<file path="config.mk">
export PLATFORM = sky130hd
export DESIGN_NAME = lpc_alpha_calc
export DESIGN_NICKNAME = d
export VERILOG_FILES = /design/src/rtl/lpc_fp_pkg.sv /design/src/rtl/fp_add_sub.sv /design/src/rtl/fp_mult.sv /design/src/rtl/lpc_alpha_calc.sv
export SDC_FILE = /design/constraint.sdc
export NUM_CORES = 2
export LEC_CHECK = 0
export CAP_MARGIN = 40
export CORE_MARGIN = 4
export CORE_UTILIZATION = 55
export DETAILED_ROUTE_END_ITERATION = 8
export PLACE_DENSITY = 0.71
export SYNTH_ARGS = -nofsm -noshare
export SYNTH_HDL_FRONTEND = slang
export SYNTH_SLANG_ARGS = --single-unit
</file>
<file path="constraint.sdc">
create_clock -name iClock -period 11.6 [get_ports iClock]
set_input_delay 1.74 -clock iClock [delete_from_list [all_inputs] [get_ports iClock]]
set_output_delay 1.74 -clock iClock [all_outputs]
set_load 0.005 [all_outputs]
</file>
<file path="src/rtl/lpc_fp_pkg.sv">
// Shared constants, FSM encoding and IEEE-754 single-precision helpers for the LPC datapath.
// Denormal operands are flushed to zero; rounding is round-to-nearest-even.
package lpc_fp_pkg;

    localparam int          LPC_MAX_ORDER    = 32;
    localparam int          LPC_MULT_LATENCY = 5;
    localparam int          LPC_ADD_LATENCY  = 7;
    localparam logic [31:0] FP_QNAN          = 32'h7FC0_0000;

    typedef enum logic [2:0] {
        ST_IDLE     = 3'd0,
        ST_INIT     = 3'd1,
        ST_INIT_CAP = 3'd2,
        ST_FETCH    = 3'd3,
        ST_CAPTURE  = 3'd4,
        ST_MULT     = 3'd5,
        ST_ADD      = 3'd6,
        ST_DONE     = 3'd7
    } lpc_state_e;

    function automatic logic [31:0] fp_mul_f(input logic [31:0] a, input logic [31:0] b);
        logic              sgn;
        logic [7:0]        ea;
        logic [7:0]        eb;
        logic [47:0]       p;
        logic [23:0]       m;
        logic [24:0]       rnd;
        logic              g;
        logic              st;
        logic signed [9:0] e;
        logic [31:0]       res;
        sgn = a[31] ^ b[31];
        ea  = a[30:23];
        eb  = b[30:23];
        if ((ea == 8'hFF && a[22:0] != 23'd0) || (eb == 8'hFF && b[22:0] != 23'd0)) begin
            res = FP_QNAN;
        end else if (ea == 8'hFF || eb == 8'hFF) begin
            res = (ea == 8'd0 || eb == 8'd0) ? FP_QNAN : {sgn, 8'hFF, 23'd0};
        end else if (ea == 8'd0 || eb == 8'd0) begin
            res = {sgn, 31'd0};
        end else begin
            p = {24'd0, 1'b1, a[22:0]} * {24'd0, 1'b1, b[22:0]};
            e = $signed({2'b00, ea}) + $signed({2'b00, eb}) - 10'sd127;
            if (p[47]) begin
                m  = p[47:24];
                g  = p[23];
                st = |p[22:0];
                e  = e + 10'sd1;
            end else begin
                m  = p[46:23];
                g  = p[22];
                st = |p[21:0];
            end
            rnd = {1'b0, m} + {24'd0, g & (st | m[0])};
            if (rnd[24]) begin
                rnd = rnd >> 1;
                e   = e + 10'sd1;
            end else begin
                rnd = rnd;
            end
            if (e >= 10'sd255) begin
                res = {sgn, 8'hFF, 23'd0};
            end else if (e <= 10'sd0) begin
                res = {sgn, 31'd0};
            end else begin
                res = {sgn, e[7:0], rnd[22:0]};
            end
        end
        return res;
    endfunction

    function automatic logic [31:0] fp_add_f(input logic [31:0] a, input logic [31:0] b);
        logic              sl;
        logic [7:0]        ea;
        logic [7:0]        eb;
        logic [7:0]        el;
        logic [7:0]        d;
        logic [26:0]       ml;
        logic [26:0]       msm;
        logic [26:0]       msh;
        logic [53:0]       wide;
        logic [27:0]       sum;
        logic [26:0]       nrm;
        logic [24:0]       rnd;
        logic signed [9:0] e;
        int                lead;
        logic [31:0]       res;
        ea = a[30:23];
        eb = b[30:23];
        if ((ea == 8'hFF && a[22:0] != 23'd0) || (eb == 8'hFF && b[22:0] != 23'd0)) begin
            res = FP_QNAN;
        end else if (ea == 8'hFF && eb == 8'hFF) begin
            res = (a[31] != b[31]) ? FP_QNAN : a;
        end else if (ea == 8'hFF) begin
            res = a;
        end else if (eb == 8'hFF) begin
            res = b;
        end else if (ea == 8'd0 && eb == 8'd0) begin
            res = {a[31] & b[31], 31'd0};
        end else if (ea == 8'd0) begin
            res = b;
        end else if (eb == 8'd0) begin
            res = a;
        end else begin
            if (a[30:0] >= b[30:0]) begin
                sl  = a[31];
                el  = ea;
                d   = ea - eb;
                ml  = {1'b1, a[22:0], 3'b000};
                msm = {1'b1, b[22:0], 3'b000};
            end else begin
                sl  = b[31];
                el  = eb;
                d   = eb - ea;
                ml  = {1'b1, b[22:0], 3'b000};
                msm = {1'b1, a[22:0], 3'b000};
            end
            // Alignment keeps guard/round bits plus a sticky bit in the LSB.
            if (d > 8'd26) begin
                msh = 27'd1;
            end else begin
                wide = {msm, 27'd0} >> d;
                msh  = wide[53:27] | {26'd0, |wide[26:0]};
            end
            if (a[31] == b[31]) begin
                sum = {1'b0, ml} + {1'b0, msh};
            end else begin
                sum = {1'b0, ml} - {1'b0, msh};
            end
            e = $signed({2'b00, el});
            if (sum == 28'd0) begin
                res = 32'h0000_0000;
            end else begin
                if (sum[27]) begin
                    nrm = {sum[27:2], sum[1] | sum[0]};
                    e   = e + 10'sd1;
                end else begin
                    lead = 0;
                    for (int k = 0; k < 27; k++) begin
                        if (sum[k]) begin
                            lead = k;
                        end else begin
                            lead = lead;
                        end
                    end
                    nrm = sum[26:0] << (26 - lead);
                    e   = e - 10'(26 - lead);
                end
                rnd = {1'b0, nrm[26:3]} + {24'd0, nrm[2] & ((|nrm[1:0]) | nrm[3])};
                if (rnd[24]) begin
                    rnd = rnd >> 1;
                    e   = e + 10'sd1;
                end else begin
                    rnd = rnd;
                end
                if (e >= 10'sd255) begin
                    res = {sl, 8'hFF, 23'd0};
                end else if (e <= 10'sd0) begin
                    res = {sl, 31'd0};
                end else begin
                    res = {sl, e[7:0], rnd[22:0]};
                end
            end
        end
        return res;
    endfunction

endpackage

</file>
<file path="src/rtl/fp_add_sub.sv">
// Single-precision adder/subtractor (add_sub=1 adds); result valid after LATENCY enabled cycles.
module fp_add_sub
    import lpc_fp_pkg::*;
#(
    parameter int LATENCY = LPC_ADD_LATENCY
) (
    input  logic        clk,
    input  logic        clk_en,
    input  logic        add_sub,
    input  logic [31:0] dataa,
    input  logic [31:0] datab,
    output logic [31:0] result
);

    logic [31:0] pipe_r [LATENCY-1];
    logic [31:0] b_eff_s;

    assign b_eff_s = add_sub ? datab : {~datab[31], datab[30:0]};

    // Pipeline advances only while enabled; contents are never cleared.
    always_ff @(posedge clk) begin
        if (clk_en) begin
            pipe_r[0] <= fp_add_f(dataa, b_eff_s);
            for (int k = 1; k < LATENCY - 1; k++) begin
                pipe_r[k] <= pipe_r[k-1];
            end
        end
    end

    assign result = pipe_r[LATENCY-2];

endmodule

</file>
<file path="src/rtl/fp_mult.sv">
// Single-precision multiplier; result valid after LATENCY enabled cycles of stable operands.
module fp_mult
    import lpc_fp_pkg::*;
#(
    parameter int LATENCY = LPC_MULT_LATENCY
) (
    input  logic        clk,
    input  logic        clk_en,
    input  logic [31:0] dataa,
    input  logic [31:0] datab,
    output logic [31:0] result
);

    logic [31:0] pipe_r [LATENCY-1];

    // Pipeline advances only while enabled; contents are never cleared.
    always_ff @(posedge clk) begin
        if (clk_en) begin
            pipe_r[0] <= fp_mul_f(dataa, datab);
            for (int k = 1; k < LATENCY - 1; k++) begin
                pipe_r[k] <= pipe_r[k-1];
            end
        end
    end

    assign result = pipe_r[LATENCY-2];

endmodule

</file>
<file path="src/rtl/lpc_alpha_calc.sv">
// Levinson-Durbin numerator: alpha_m = R[m+1] + sum_{i=1..m} a_m[i]*R[m+1-i], accumulated in order.
// Read addresses are issued one state ahead so registered memory data lands in the consuming state.
module lpc_alpha_calc
    import lpc_fp_pkg::*;
#(
    parameter int MAX_ORDER    = LPC_MAX_ORDER,
    parameter int MULT_LATENCY = LPC_MULT_LATENCY,
    parameter int ADD_LATENCY  = LPC_ADD_LATENCY
) (
    input  logic        iClock,
    input  logic        iReset,
    input  logic        iEnable,
    input  logic        iStart,
    input  logic [4:0]  iM,
    output logic [5:0]  oRAddr,
    input  logic [31:0] iRData,
    output logic [4:0]  oAAddr,
    input  logic [31:0] iAData,
    output logic [31:0] oAlpha,
    output logic        oValid,
    output logic        oBusy
);

    lpc_state_e  state_r, state_nxt_s;
    logic [4:0]  m_r, m_nxt_s, m_sat_s;
    logic [4:0]  i_r, i_nxt_s;
    logic [3:0]  lat_r, lat_nxt_s;
    logic [31:0] acc_r, acc_nxt_s;
    logic [31:0] op_a_r, op_a_nxt_s;
    logic [31:0] op_b_r, op_b_nxt_s;
    logic [31:0] prod_r, prod_nxt_s;
    logic [31:0] alpha_r, alpha_nxt_s;
    logic        valid_r, valid_nxt_s;
    logic        busy_r, busy_nxt_s;
    logic [5:0]  r_addr_r, r_addr_nxt_s;
    logic [4:0]  a_addr_r, a_addr_nxt_s;
    logic        mult_en_s, add_en_s;
    logic [31:0] mult_res_s, add_res_s;

    assign m_sat_s   = (int'(iM) > MAX_ORDER - 1) ? 5'(MAX_ORDER - 1) : iM;
    assign mult_en_s = iEnable & (state_r == ST_MULT);
    assign add_en_s  = iEnable & (state_r == ST_ADD);

    fp_mult #(.LATENCY(MULT_LATENCY)) u_mult (
        .clk    (iClock),
        .clk_en (mult_en_s),
        .dataa  (op_a_r),
        .datab  (op_b_r),
        .result (mult_res_s)
    );

    fp_add_sub #(.LATENCY(ADD_LATENCY)) u_add (
        .clk     (iClock),
        .clk_en  (add_en_s),
        .add_sub (1'b1),
        .dataa   (acc_r),
        .datab   (prod_r),
        .result  (add_res_s)
    );

    // Next-state, datapath and registered-output decode.
    always_comb begin
        state_nxt_s  = state_r;
        m_nxt_s      = m_r;
        i_nxt_s      = i_r;
        lat_nxt_s    = lat_r;
        acc_nxt_s    = acc_r;
        op_a_nxt_s   = op_a_r;
        op_b_nxt_s   = op_b_r;
        prod_nxt_s   = prod_r;
        r_addr_nxt_s = r_addr_r;
        a_addr_nxt_s = a_addr_r;
        case (state_r)
            ST_IDLE: begin
                if (iStart) begin
                    m_nxt_s      = m_sat_s;
                    i_nxt_s      = 5'd1;
                    r_addr_nxt_s = {1'b0, m_sat_s} + 6'd1;
                    state_nxt_s  = ST_INIT;
                end else begin
                    state_nxt_s = ST_IDLE;
                end
            end
            ST_INIT: begin
                state_nxt_s = ST_INIT_CAP;
            end
            ST_INIT_CAP: begin
                acc_nxt_s = iRData;
                if (m_r == 5'd0) begin
                    state_nxt_s = ST_DONE;
                end else begin
                    a_addr_nxt_s = i_r;
                    r_addr_nxt_s = {1'b0, m_r} + 6'd1 - {1'b0, i_r};
                    state_nxt_s  = ST_FETCH;
                end
            end
            ST_FETCH: begin
                state_nxt_s = ST_CAPTURE;
            end
            ST_CAPTURE: begin
                op_a_nxt_s  = iAData;
                op_b_nxt_s  = iRData;
                lat_nxt_s   = 4'd0;
                state_nxt_s = ST_MULT;
            end
            ST_MULT: begin
                if (lat_r == 4'(MULT_LATENCY - 1)) begin
                    prod_nxt_s  = mult_res_s;
                    lat_nxt_s   = 4'd0;
                    state_nxt_s = ST_ADD;
                end else begin
                    lat_nxt_s = lat_r + 4'd1;
                end
            end
            ST_ADD: begin
                if (lat_r == 4'(ADD_LATENCY - 1)) begin
                    acc_nxt_s = add_res_s;
                    lat_nxt_s = 4'd0;
                    if (i_r == m_r) begin
                        state_nxt_s = ST_DONE;
                    end else begin
                        // Next term reads a[i+1] and R[m+1-(i+1)] = R[m-i].
                        i_nxt_s      = i_r + 5'd1;
                        a_addr_nxt_s = i_r + 5'd1;
                        r_addr_nxt_s = {1'b0, m_r - i_r};
                        state_nxt_s  = ST_FETCH;
                    end
                end else begin
                    lat_nxt_s = lat_r + 4'd1;
                end
            end
            ST_DONE: begin
                state_nxt_s = ST_IDLE;
            end
            default: begin
                state_nxt_s = ST_IDLE;
            end
        endcase
        if (state_nxt_s == ST_DONE) begin
            alpha_nxt_s = acc_nxt_s;
        end else begin
            alpha_nxt_s = alpha_r;
        end
        valid_nxt_s = (state_nxt_s == ST_DONE);
        busy_nxt_s  = (state_nxt_s != ST_IDLE);
    end

    // State and datapath registers; everything freezes while iEnable is low.
    always_ff @(posedge iClock) begin
        if (iReset) begin
            state_r  <= ST_IDLE;
            m_r      <= 5'd0;
            i_r      <= 5'd0;
            lat_r    <= 4'd0;
            acc_r    <= 32'd0;
            op_a_r   <= 32'd0;
            op_b_r   <= 32'd0;
            prod_r   <= 32'd0;
            alpha_r  <= 32'd0;
            valid_r  <= 1'b0;
            busy_r   <= 1'b0;
            r_addr_r <= 6'd0;
            a_addr_r <= 5'd0;
        end else if (iEnable) begin
            state_r  <= state_nxt_s;
            m_r      <= m_nxt_s;
            i_r      <= i_nxt_s;
            lat_r    <= lat_nxt_s;
            acc_r    <= acc_nxt_s;
            op_a_r   <= op_a_nxt_s;
            op_b_r   <= op_b_nxt_s;
            prod_r   <= prod_nxt_s;
            alpha_r  <= alpha_nxt_s;
            valid_r  <= valid_nxt_s;
            busy_r   <= busy_nxt_s;
            r_addr_r <= r_addr_nxt_s;
            a_addr_r <= a_addr_nxt_s;
        end
    end

    assign oRAddr = r_addr_r;
    assign oAAddr = a_addr_r;
    assign oAlpha = alpha_r;
    assign oValid = valid_r;
    assign oBusy  = busy_r;

endmodule

</file>
* Word level (Yosys, flattened, before mapping) *
Memory sizes are Yosys's and may differ from the RTL's. A register that Yosys moved wholly into a read port is not among the register bits.
Cells that the tools add are included.

cells by class
  multiplexer cells = 193
  reduce and logical (&&, ||, !) cells = 38
  bitwise logic cells = 10
  div/mod/pow operators = 0
  equal/unequal tests = 21
  shifts and indexed selects = 2
  multipliers = 1
  $add $sub $neg = 20
  magnitude comparators = 6

operators with widths
  cell                     count
  $mux W27                 35
  $mux W32                 25
  $mux W10                 30
  $mux W28                 9
  $mux W31                 5
  $mux W8                  18
  $mux W24                 5
  $reduce_bool A23 Y1      4
  $mux W5                  15
  $pmux W32 S2             1
  $shr A54 B8 Y54          1
  $mux W26                 2
  $add A24 B1 Y25          2
  $mul A24 B24 Y48         1
  $mux W23                 2
  $mux W4                  10
  $eq A8 B8 Y1 const B     4
  $logic_not A8 Y1         4
  $shl A27 B32 Y27         1
  $sub A6 B32 Y32 const A  1
  $ge A31 B31 Y1           1
  $add A10 B2 Y10 const B  3
  $add A27 B27 Y28         1
  $logic_not A28 Y1        1
  49 further kinds         110

storage, ports and cells
  latch bits = 0
  register bits = 158
  memories kept = 2
  word-level logic and storage cells = 305
  output and inout bits = 45
  memory bits (writable) = 320
  bits of input ports = 73
  memory bits (read-only) = 0

memories
  name           depth  bits a word  read ports  clocked after Yosys merged registers in  wr ports  RTL line          text
  u_add.pipe_r   6      32           6           0                                        6         fp_add_sub.sv:15  logic [31:0] pipe_r [LATENCY-1];
  u_mult.pipe_r  4      32           4           1                                        4         fp_mult.sv:14     logic [31:0] pipe_r [LATENCY-1];

* Longest topological paths before layout *
  depth in word-level cells = 106
  mapped depth = 68
  depth with buffers taken out = 59

* Cells and area by module *
Synthesis repeated with hierarchy kept, for this count alone.

unflattened totals
  cells, all modules = 6224
  area total of the unflattened synthesis = 54340.9 um^2

by module, submodules not included
  module          cells an instance  area an instance (um^2)  times used  sequential area each (um^2)
  fp_mult         2912               26805.7                  1           3843.7
  fp_add_sub      2389               19530.0                  1           5765.5
  lpc_alpha_calc  923                8005.2                   1           3803.6

* Least setup slack after synthesis *
OpenSTA, ideal clock, no wires.

  kind = register to register
  start = register acc_r[29]
  end = memory u_add.pipe_r[0][4], data pin
  data required time = 11331 ps
  library setup time = 269 ps
  clock period less this slack = 12718 ps
  buffers on the path = 9
  stages on the path, launching flop included = 62
  setup slack = -1118 ps
  data arrival time = 12449 ps
  cell sequence = dfxtp_1 -> clkbuf_1 -> inv_1 -> ha_1 -> buf_2 -> and4_1 -> nand2_1 -> or4_4 -> a21o_1 -> buf_4 -> nand2_4 -> buf_4 -> buf_4 -> buf_2 -> nor3_1 -> a21oi_1 -> nor2_1 -> nor4_1 -> (+26 left out) -> nor3_1 -> ha_1 -> clkbuf_1 -> o31ai_1 -> a21oi_1 -> nand3_1 -> o21ai_0 -> ha_1 -> nand2_1 -> o21a_1 -> nor3b_1 -> and4_1 -> buf_2 -> and4_1 -> a2bb2oi_1 -> and4bb_4 -> o41ai_1 -> o22ai_1

RTL lines
  item                    RTL line               text
  from (decl)             lpc_alpha_calc.sv:28   logic [31:0] acc_r, acc_nxt_s;
  from (signal assigned)  lpc_alpha_calc.sv:169  acc_r <= acc_nxt_s;
  to (decl)               fp_add_sub.sv:15

==> metrics.txt <==
critical path class=flop to flop; most used cell along the critical path=buf_4; most common cell after layout, fill and taps aside=buf_4; # IOs=around 120; Worst VDD drop=approximately 0.27 mV; unrepaired setup endpoints after global routing=true; synth warn=0; layout cell share with drive strength beyond 1=roughly 25%; # clock sinks=510; fmax=approximately 83 MHz; Crit path arrival time=12510 ps; EDFF count, synth=320; register area share after synthesis=around 26%; status=complete, but fails checks; Worst Setup Start Kind=flop; I/O Buffers=117; core area=about 94000 um^2; mux contribution to synthesized area=3.75%; clock tree buffer depth=3; LEAKAGE=about 29 nW; Post-Synth Simple-Gate Area=a little under a fifth; most frequent cells in the layout=buf_4, nand2_1, inv_1, fa_1, nor2_1; top post-synthesis cells by area=fa_1, edfxtp_1, dfxtp_1, ha_1, nand2_1; die area=99800 um^2; post-synth top area share=between 10% and 20%; Slew HR=roughly 30%; failing checks=DRC, setup timing; Rows=about 110; reg-to-reg slack, setup=-400 ps; total gr overflow=0; vias=about 51000; post-synthesis compound-gate area fraction=between 15 and 20%; synth unique cells=about 130; hold path cells=0; CTS tree=yes; Final Hold Vio Count=0; XOR/XNOR Fraction of Synth Area=3.51%; first-pass GRT wire length=316 mm; Die Y-Extent=approximately 320 um; min cycle time layout=between 10000 and 15000 ps; depth of the worst register-to-register path=between 60 and 70; Area Overhead vs Synth=27.8%; Worst Max-Slew Pin Slew=roughly 1100 ps; post-synthesis adder-cell area fraction=25.5%; Mean Syn Cell Area=just under 9 um^2; HPWL Detailed=168 mm; Synth Register Bits=510; largest family of logic cells by synthesized area=adder cells; Most used DFF post-synth=edfxtp_1; Total Wirelength=about 210 mm; largest net degree at the start of global routing=~170; initial antenna violation count=15; DRC violations left=1; Starting Density=roughly 56%; CP Max Fanout=6; initial DRC count=~6100; post-synthesis cell count=just under 6000; vias per inst=about 6.3; WHS=slightly below 400 ps; max-cap viol count=0; placed cells=7889; WL/cell=26.3 um; fin crit share=103%; pwr dens=roughly 200 nW/um^2; Total GRT Usage=between 40% and 50%; number of global-route vias before repair=50400; pre-CTS setup slack=-1210 ps; die width=between 300 and 400 um; clk root buf=clkbuf_16; CP endpoint kind=flop; setup violators final=31; total CTS buffers=between 50 and 60; Final Skew=63.3 ps; ys async rst share=0%; Net count, final=about 7700; CP max-delay cell=or4_4; PnR worst setup slack=-400 ps; dominant cell type by area after synthesis=fa_1; gp weighted congestion=1.05; Clk Latency, worst-skew pair=about 700 ps; Reg2Reg Launch Point=prod_r[10]; hold crit path type=flop to flop; hold_sp=u_mult.pipe_r[1][2]; fin cells=roughly 8000; First-pass DRT Iterations=9; Core Util, Final=a little under three quarters; DRT antenna net count=0; Max Slew Vio Count=0; Power Total=approximately 14 mW; CTS H-Tree Depth=2; slowest stage delay, CP=about 560 ps; Worst Setup SP=prod_r[10]; WP data required=~12000 ps; CTS clk-pin slew, worst paths=70 ps; Post-Syn Area=~52000 um^2
routing by layer:
layer / part of all wire, % / wire length, um / global-route usage (%)
met2: 43 / 92600 / 64.4
met4: 7.6 / 16300 / 24.6
met3: 12 / 25300 / 11.0
met1: 37 / 79400 / 54.8
met5: 0.025 / 54 / 0
where the power goes:
| group | internal [mW] | switching [mW] | total [mW] |
|---|---|---|---|
| sequential | 1.93 | 0.0311 | 1.96 |
| combinational | 4.53 | 5.34 | 9.87 |
| clock | 1.06 | 0.854 | 1.91 |
| total | 7.52 | 6.22 | 13.7 |
synth_stat cells, types with 15 or more instances:
cell / count
nand2b_1: 41
fa_1: 490
o221ai_1: 16
nor2_1: 393
a31oi_1: 33
o22ai_1: 59
ha_1: 279
and3_1: 46
buf_2: 32
and2_1: 249
mux4_2: 16
nand3_1: 109
mux2i_1: 141
dfxtp_1: 190
o2bb2ai_1: 22
nor4_1: 60
a21o_1: 78
clkbuf_1: 280
a21oi_1: 340
a221oi_1: 32
buf_1: 15
a22oi_1: 32
o21ai_0: 194
o31ai_1: 22
inv_1: 596
xnor2_1: 130
xor2_1: 71
o211ai_1: 44
nor2b_1: 41
edfxtp_1: 320
nand2_1: 792
or3_1: 37
a211o_1: 16
a211oi_1: 56
nor3_1: 99
or2_2: 22
o21a_1: 25
nand4_1: 46
repair_timing:
| action | 4_1_cts | 5_1_grt |
|---|---|---|
| setup endpoints to repair | 61 | 61 |
| buffers inserted | 82 | 44 |
| hold buffers | 0 | 0 |
| resized for setup | 271 | 210 |
| pin swaps | 132 | 99 |
final timing paths:
kind / endpoint
worst max-delay path: u_add.pipe_r[0][8]
worst min-delay path: u_mult.pipe_r[2][2]
worst max register to register: u_add.pipe_r[0][8]
worst min register to register: u_mult.pipe_r[2][2]
worst max-delay path: cells and delay by family (launching register included):
kind / cells / cell delay (ps)
AO/OA/AOI/OAI: 20 / 4000
buffers and inverters: 16 / 2090
flip-flops: 1 / 350
adder cells (fa/ha/maj): 3 / 740
AND/OR/NAND/NOR: 21 / 4460
XOR/XNOR: 1 / 170
final cells by class:
class	count	area [um^2]
diodes	10	25.0
clock buffers	77	1530
clock inverters	31	414
fillers	7060	27100
inverters	603	2270
multi-input cells	4390	37000
flip-flops and latches	510	13500
well taps	1254	1570
repair buffers	1256	10300
flip-flops by register name (all words and copies together) (netlist names), 6 cells and up:
register       flops
u_add.pipe_r     192
oAlpha            32
oRAddr             6
acc_r             32
u_mult.pipe_r    128
op_b_r            32
prod_r            32
op_a_r            32
metrics by stage:
stage | cell area (um^2) | TNS, ps
after floorplan | 52500 | 0
after global placement | 61500 | -32830
after detailed placement | 61600 | -39340
after CTS | 65400 | -1580
after global routing | 66700 | -21980
final | 66700 | -9360
cell families (layout without fill, tap and decap cells):
group                      after synthesis  count (layout)
AOI/OAI and AO/OA                     1211            1211
DFF                                    510             510
muxes                                  173             173
adders and majority gates              769             769
other                                    1              13
and+or+nand+nor                       2029            2029
buffers and inverters                  949            1967
xor gates and xnor gates               205             205
(Power assumes the default switching activity.)
